==> src/rtl/rcpu_mem_arbiter.sv <==
// Arbitrates one downstream memory port between the RCPU bus and an auxiliary master.
// CPU writes are posted through a small FIFO; CPU reads and aux requests stall until done.
module rcpu_mem_arbiter #(
  parameter int unsigned N          = 32,
  parameter int unsigned M          = 16,
  parameter int unsigned WBUF_DEPTH = 4
) (
  input  logic         clk,
  input  logic         rst,
  input  logic [N-1:0] cpu_addr,
  input  logic [M-1:0] cpu_wdata,
  input  logic         cpu_re,
  input  logic         cpu_we,
  output logic         cpu_ready,
  output logic [M-1:0] cpu_rdata,
  input  logic         aux_req,
  input  logic         aux_we,
  input  logic [N-1:0] aux_addr,
  input  logic [M-1:0] aux_wdata,
  output logic         aux_ack,
  output logic [M-1:0] aux_rdata,
  output logic         mem_req,
  output logic         mem_we,
  output logic [N-1:0] mem_addr,
  output logic [M-1:0] mem_wdata,
  input  logic         mem_ack,
  input  logic [M-1:0] mem_rdata,
  output logic         wbuf_overflow
);

  localparam int unsigned PtrW = (WBUF_DEPTH > 1) ? $clog2(WBUF_DEPTH) : 1;
  localparam int unsigned CntW = PtrW + 1;

  typedef enum logic [2:0] {
    StIdle,
    StCpuWr,
    StCpuRd,
    StAux,
    StResp
  } state_e;

  state_e state_q, state_d;
  logic   last_aux_q, last_aux_d;

  logic [N-1:0]    wb_addr_q [WBUF_DEPTH];
  logic [N-1:0]    wb_addr_d [WBUF_DEPTH];
  logic [M-1:0]    wb_data_q [WBUF_DEPTH];
  logic [M-1:0]    wb_data_d [WBUF_DEPTH];
  logic [PtrW-1:0] wr_ptr_q, wr_ptr_d;
  logic [PtrW-1:0] rd_ptr_q, rd_ptr_d;
  logic [CntW-1:0] count_q, count_d;

  logic         mem_req_q, mem_req_d;
  logic         mem_we_q, mem_we_d;
  logic [N-1:0] mem_addr_q, mem_addr_d;
  logic [M-1:0] mem_wdata_q, mem_wdata_d;
  logic         cpu_ready_q, cpu_ready_d;
  logic [M-1:0] cpu_rdata_q, cpu_rdata_d;
  logic         aux_ack_q, aux_ack_d;
  logic [M-1:0] aux_rdata_q, aux_rdata_d;
  logic         overflow_q, overflow_d;

  logic fifo_empty;
  logic fifo_full;
  logic push;
  logic pop;
  logic cpu_rd_ok;
  logic cpu_pending;

  assign fifo_empty = (count_q == '0);
  assign fifo_full  = (count_q == CntW'(WBUF_DEPTH));
  assign pop        = (state_q == StCpuWr) && mem_ack;
  assign push       = cpu_we && (!fifo_full || pop);
  // A read presented together with a write must queue behind that write.
  assign cpu_rd_ok   = cpu_re && !cpu_we && fifo_empty;
  assign cpu_pending = !fifo_empty || cpu_rd_ok;

  always_comb begin
    wb_addr_d  = wb_addr_q;
    wb_data_d  = wb_data_q;
    wr_ptr_d   = wr_ptr_q;
    rd_ptr_d   = rd_ptr_q;
    count_d    = count_q;
    overflow_d = overflow_q;
    if (push) begin
      wb_addr_d[wr_ptr_q] = cpu_addr;
      wb_data_d[wr_ptr_q] = cpu_wdata;
      wr_ptr_d            = wr_ptr_q + 1'b1;
    end
    if (pop) begin
      rd_ptr_d = rd_ptr_q + 1'b1;
    end
    if (push && !pop) begin
      count_d = count_q + 1'b1;
    end else if (pop && !push) begin
      count_d = count_q - 1'b1;
    end
    if (cpu_we && !push) begin
      overflow_d = 1'b1;
    end
  end

  always_comb begin
    state_d     = state_q;
    last_aux_d  = last_aux_q;
    mem_req_d   = mem_req_q;
    mem_we_d    = mem_we_q;
    mem_addr_d  = mem_addr_q;
    mem_wdata_d = mem_wdata_q;
    cpu_ready_d = 1'b0;
    cpu_rdata_d = cpu_rdata_q;
    aux_ack_d   = 1'b0;
    aux_rdata_d = aux_rdata_q;
    unique case (state_q)
      StIdle: begin
        // On a tie the master that did not win last time is served.
        if (cpu_pending && (!aux_req || last_aux_q)) begin
          last_aux_d = 1'b0;
          mem_req_d  = 1'b1;
          if (!fifo_empty) begin
            state_d     = StCpuWr;
            mem_we_d    = 1'b1;
            mem_addr_d  = wb_addr_q[rd_ptr_q];
            mem_wdata_d = wb_data_q[rd_ptr_q];
          end else begin
            state_d    = StCpuRd;
            mem_we_d   = 1'b0;
            mem_addr_d = cpu_addr;
          end
        end else if (aux_req) begin
          last_aux_d  = 1'b1;
          state_d     = StAux;
          mem_req_d   = 1'b1;
          mem_we_d    = aux_we;
          mem_addr_d  = aux_addr;
          mem_wdata_d = aux_wdata;
        end
      end
      StCpuWr: begin
        if (mem_ack) begin
          mem_req_d = 1'b0;
          mem_we_d  = 1'b0;
          state_d   = StIdle;
        end
      end
      StCpuRd: begin
        if (mem_ack) begin
          mem_req_d   = 1'b0;
          cpu_rdata_d = mem_rdata;
          cpu_ready_d = 1'b1;
          state_d     = StResp;
        end
      end
      StAux: begin
        if (mem_ack) begin
          mem_req_d = 1'b0;
          mem_we_d  = 1'b0;
          if (!mem_we_q) begin
            aux_rdata_d = mem_rdata;
          end
          aux_ack_d = 1'b1;
          state_d   = StResp;
        end
      end
      StResp: begin
        state_d = StIdle;
      end
      default: begin
        state_d = StIdle;
      end
    endcase
  end

  always_ff @(posedge clk) begin
    if (!rst) begin
      state_q     <= StIdle;
      last_aux_q  <= 1'b1;
      wr_ptr_q    <= '0;
      rd_ptr_q    <= '0;
      count_q     <= '0;
      overflow_q  <= 1'b0;
      mem_req_q   <= 1'b0;
      mem_we_q    <= 1'b0;
      mem_addr_q  <= '0;
      mem_wdata_q <= '0;
      cpu_ready_q <= 1'b0;
      cpu_rdata_q <= '0;
      aux_ack_q   <= 1'b0;
      aux_rdata_q <= '0;
    end else begin
      state_q     <= state_d;
      last_aux_q  <= last_aux_d;
      wr_ptr_q    <= wr_ptr_d;
      rd_ptr_q    <= rd_ptr_d;
      count_q     <= count_d;
      overflow_q  <= overflow_d;
      mem_req_q   <= mem_req_d;
      mem_we_q    <= mem_we_d;
      mem_addr_q  <= mem_addr_d;
      mem_wdata_q <= mem_wdata_d;
      cpu_ready_q <= cpu_ready_d;
      cpu_rdata_q <= cpu_rdata_d;
      aux_ack_q   <= aux_ack_d;
      aux_rdata_q <= aux_rdata_d;
    end
  end

  // Buffer storage needs no reset; the pointers and count define validity.
  always_ff @(posedge clk) begin
    wb_addr_q <= wb_addr_d;
    wb_data_q <= wb_data_d;
  end

  assign mem_req       = mem_req_q;
  assign mem_we        = mem_we_q;
  assign mem_addr      = mem_addr_q;
  assign mem_wdata     = mem_wdata_q;
  assign cpu_ready     = cpu_ready_q;
  assign cpu_rdata     = cpu_rdata_q;
  assign aux_ack       = aux_ack_q;
  assign aux_rdata     = aux_rdata_q;
  assign wbuf_overflow = overflow_q;

endmodule

==> config.mk <==
export PLATFORM = sky130hd
export DESIGN_NAME = rcpu_mem_arbiter
export DESIGN_NICKNAME = d
export VERILOG_FILES = /design/src/rtl/rcpu_mem_arbiter.sv
export SDC_FILE = /design/constraint.sdc
export NUM_CORES = 1
export LEC_CHECK = 0
export CAP_MARGIN = 5
export CORE_ASPECT_RATIO = 1.25
export CORE_MARGIN = 4
export CORE_UTILIZATION = 47
export CTS_CLUSTER_SIZE = 30
export DETAILED_ROUTE_END_ITERATION = 10
export GPL_TIMING_DRIVEN = 0
export PLACE_DENSITY = 0.76
export SETUP_SLACK_MARGIN = 0.1
export SLEW_MARGIN = 15
export SYNTH_ARGS = -nofsm -noshare
export SYNTH_HDL_FRONTEND = slang
export SYNTH_SLANG_ARGS = --single-unit
==> constraint.sdc <==
create_clock -name clk -period 2.7 [get_ports clk]
set_input_delay 0.54 -clock clk [delete_from_list [all_inputs] [get_ports clk]]
set_output_delay 0.54 -clock clk [all_outputs]
set_load 0.05 [all_outputs]
# After elaboration in Yosys (flattened, before gate mapping)
# Cells that the tools add are included.
# word_totals
rom_bits	0
word_cells	114
mem_bits_rw	0
in_bits	119
ff_bits	288
memories	0
latch_bits	0
# op_classes
add_sub_neg	4
n_mux	36
n_reduce_logical	36
n_div	0
n_lt_le_gt_ge	3
bitwise_logic	3
shifts	0
n_mul	0
eq_ne	10
# ops
operator	count
$mux W32	6
$bwmux W128	1
$mux W16	6
$bmux W32 S2	1
$bwmux W64	1
$demux W32 S2	1
$bmux W16 S2	1
$demux W16 S2	1
$mux W3	6
$reduce_and A3 Y1	5
$logic_and A1 B1 Y1	9
$pmux W3 S3	1
$mux W1	8
$reduce_and A2 Y1	4
$reduce_bool A2 Y1	4
$eq A3 B2 Y1 const B	2
$ge A3 B3 Y1 const B	2
$logic_not A1 Y1	6
$logic_not A3 Y1	2
$ne A2 B1 Y1 const B	3
$not A2 Y3	2
$add A2 B1 Y2 const B	2
$ne A2 B2 Y1 const B	2
$pmux W1 S2	2
other kinds (11)	14

# Logic depth before layout (Yosys ltp)
# logic_depth
depth_word	8
ltp_mapped	9
ltp_nobuf	8

# Least setup slack after synthesis
# OpenSTA, ideal clock, no wires.
# synth_timing
path_type	input to register
startpoint	in mem_ack
endpoint	reg wb_addr_q[0] (netlist bit) (enable)
path_slack_ns	-0.023
stages	4
arrival_time_ns	2.313
setup_time_ns	0.410
t_required_ns	2.290
cell_sequence	nand4bb_1 clkbuf_1 a31oi_2 and2_1
# synth_between
elab_chain_cells	3
# synth_lines
element	line_no	rtl
start, declared	26	input logic mem_ack,
$logic_and A1 B1 Y1	72	assign pop = (state_q == StCpuWr) && mem_ack;
$logic_or A1 B1 Y1	73	assign push = cpu_we && (!fifo_full || pop);
$logic_and A1 B1 Y1	73	
via push	65	logic push;
end signal, assigned	210	wb_addr_q <= wb_addr_d;
end, declared	45	logic [N-1:0] wb_addr_q [WBUF_DEPTH];
# The timed path passes the listed nets, and every way through them passes these cells.
# A chain may end at the register's enable or synchronous reset.

# Worst setup path in the final report
# layout_timing
startpoint	reg state_q[1]
endpoint	reg count_q[2]
# layout_between
elab_chain_cells	7
# layout_lines
element	line_no	rtl
start, declared	42	state_e state_q, state_d;
start signal, assigned	176	state_q <= StIdle;
start signal, assigned	191	state_q <= state_d;
$eq A3 B1 Y1 (*)	72	
$logic_and A1 B1 Y1 (*)	72	
$logic_or A1 B1 Y1 (*)	73	
$logic_and A1 B1 Y1 (*)	73	
via push	65	
$logic_not A1 Y1	95	end else if (pop && !push) begin
$logic_and A1 B1 Y1	95	
$reduce_bool A2 Y1 (no source line)	--	
end signal, assigned	195	count_q <= count_d;
end, declared	51	logic [CntW-1:0] count_q, count_d;
# Mark *: on every way through the listed nets, which the timed path passes. The rest lies on a longest branch.

==> reports/summary.txt <==
Placed Area: 13,300 um^2
Pin count of the biggest net entering global routing: 49
Initial antenna violation count: 3
DR pass1 iterations: 6
Status: finished, final reports clean
Cell count after synthesis: 726
DIE WIDTH: 144 um
DIE HEIGHT: 179 um
Tmin final: 2450 ps
Worst setup SP type: flip-flop
Initial core utilization: 47.6%
Routability-driven placement congestion ratio: 0.803
WS Path Type: flip-flop to flip-flop
TritonCTS Buffers: 27
Leakage: 4.72 nW
PortBufs: 202
Worst slew margin: 46.8%
Design Power: 15.5 mW
WL per Instance: 21.1 um
CTS Root Cell: clkbuf_16
Cts hold-fix bufs: 0
Count of cell types in the netlist: 45
Fraction of registers with async set/reset: 0%
Seq/Total Area, Yosys: 70.3%
Final Skew: 26.1 ps
FMAX: 408 MHz
MaxCap Viol Count: 0
Dominant cell type by area after synthesis: edfxtp_1
Avg Cell Area, Syn: 15.1 um^2
Vias: 7,201
Vias per cell: 5.68
YS warnings: 0
Top post-synthesis cells by area: edfxtp_1, dfxtp_1, mux4_2
Clk Latency, worst-skew pair: 550 ps
DP HPWL: 17,600 um
Layout cells sized above 1: 13.2%
Final Cycle Share: 90.7%
DRC Markers: 0
Synth Flop Type: edfxtp_1
Most numerous cell in the Yosys netlist: edfxtp_1
Maximum vdd ir drop: 0.000672 V
Final Cell Area: 14,300 um^2
Global route total overflow: 0
Syn Nets: 851
I/O Pins: 204
CTS tree: yes
Final Non-Filler Cells: 1,268
Setup slack at placement: -582 ps
Pwr Density: 1090 nW/um^2
Area share of the largest cell type after synthesis: 52.7%
Total GRT Usage: 20.5%
Placeable Area: 23,000 um^2
Placed cell count: 1,216
NumNets Final: 1,082
EDFF count, synth: 192
Row count: 62
Initial detailed-routing violation count: 527
Critical Path AT: 2930 ps
Synth-to-Final Area Change: 30.7%
Clock sinks: 288
Final hold violation count: 0
Clock transition at path regs: 70 ps
CP required: 3180 ps
Vias in the first global route: 7,353
First-pass GRT wire length: 40,500 um
CTS HTree Levels: 1
Crit. End Element: flip-flop
CTS Buffer Depth: 3
DRT antenna net count: 0
R2R Setup Slk: 250 ps
Yosys reg bits: 288
Synth top cells by count: edfxtp_1, nand2_1, dfxtp_1
HP Class: flip-flop to flip-flop
Worst-path fanout max: 8
Die area: 25,800 um^2
Post-synth design cell area: 10,900 um^2
Fin worst setup slack: 252 ps
RSZ-0062 raised after global routing: no
Slew @ Worst Pin: 798 ps
Setup bufs post-CTS: 0
WL final: 26,800 um
Final setup fails: 0
Final number of max-transition violations: 0
## metal layers
layer | GRT usage, % | up-vias | routed length [um]
met2 | 36.2 | 295 | 13800
met3 | 3.24 | 50 | 1770
met5 | 0 | - | 8
met1 | 25.7 | 3556 | 10500
li1 | - | 3298 | -
met4 | 6.61 | 2 | 649
## power by group
| part | switching (mW) | internal [mW] | leakage [nW] |
|---|---|---|---|
| Combinational | 3.65 | 2.07 | 1.71 |
| Clock | 1.63 | 2.38 | 0.456 |
| Sequential | 0.328 | 5.48 | 2.55 |
## through the flow
stage / setup TNS [ps] / hold WS (ps) / utilization (%)
final: 0 / 454 / 62.3
after global routing: 0 / 475 / 62.3
after CTS: 0 / 455 / 62.2
after detailed placement: -74390 / 446 / 58.1
after global placement: -149270 / 442 / 58.0
after floorplan: 0 / 435 / -
## path summary, 6_finish.rpt
path                                   start            to  cells past startpoint
worst max register to register    state_q[1]    count_q[2]                      9
worst max-delay path              state_q[1]    count_q[2]                      9
worst min-delay path            aux_rdata[0]  aux_rdata[0]                      2
worst min register to register  aux_rdata[0]  aux_rdata[0]                      2
## repair_timing
| item | CTS | global route |
|---|---|---|
| endpoints found under the hold margin | 0 | 0 |
| pin swaps | 0 | 0 |
| gates resized for setup | 1 | 1 |
| endpoints found under the setup margin | 1 | 1 |
## cells by family (layout without fill, tap and decap cells)
logic type | Yosys count | count (layout) | share of synthesized area, %
multiplexers | 50 | 50 | 10.1
AO/OA/AOI/OAI | 177 | 177 | 10.5
flip-flops | 288 | 288 | 70.3
adder cells (fa/ha/maj) | 6 | 6 | 0.755
buffers and inverters | 60 | 312 | 2.45
AND/OR/NAND/NOR | 140 | 140 | 5.56
other | 0 | 2 | 0
XOR/XNOR | 5 | 5 | 0.400
## state kept, by name (all words and copies together), names as in the netlist, 2 cells and up
| signal | flops |
|---|---|
| aux_rdata | 16 |
| count_q | 3 |
| cpu_rdata | 16 |
| mem_addr | 32 |
| mem_wdata | 16 |
| rd_ptr_q | 2 |
| state_q | 3 |
| wb_addr_q | 128 |
| wb_data_q | 64 |
| wr_ptr_q | 2 |
## cells in the final DEF, fill, tap and decap left out, drive strengths merged, types with 9 or more instances in the layout
cell type | netlist | final
clkdlybuf4s50 | 0 | 201
edfxtp | 192 | 192
nand2 | 100 | 100
dfxtp | 96 | 96
a21oi | 82 | 82
clkbuf | 28 | 60
mux4 | 48 | 48
o21ai | 36 | 36
a222oi | 31 | 31
buf | 24 | 24
nor2 | 17 | 17
a311oi | 16 | 16
inv | 8 | 9
## layout make-up
type / instances / area, um^2
clock inverter: 18 / 231
fill: 1734 / 8670
buffer: 52 / 238
tap: 288 / 360
sequential: 288 / 7690
clock buffer: 32 / 714
multi-input combinational: 378 / 3000
timing repair buffer: 202 / 2020
inverter: 8 / 30.0
antenna: 2 / 5.00
## critical path, cell delays in order, from the launching register on
cell and delay (ps):
dfxtp_1 380, nand4bb_1 200, clkbuf_1 210, a31oi_4 310, ha_1 240, inv_1 60
fa_1 380, xor2_1 180, or3_1 300, a21oi_1 130
Power figures use the tool's default switching activity.
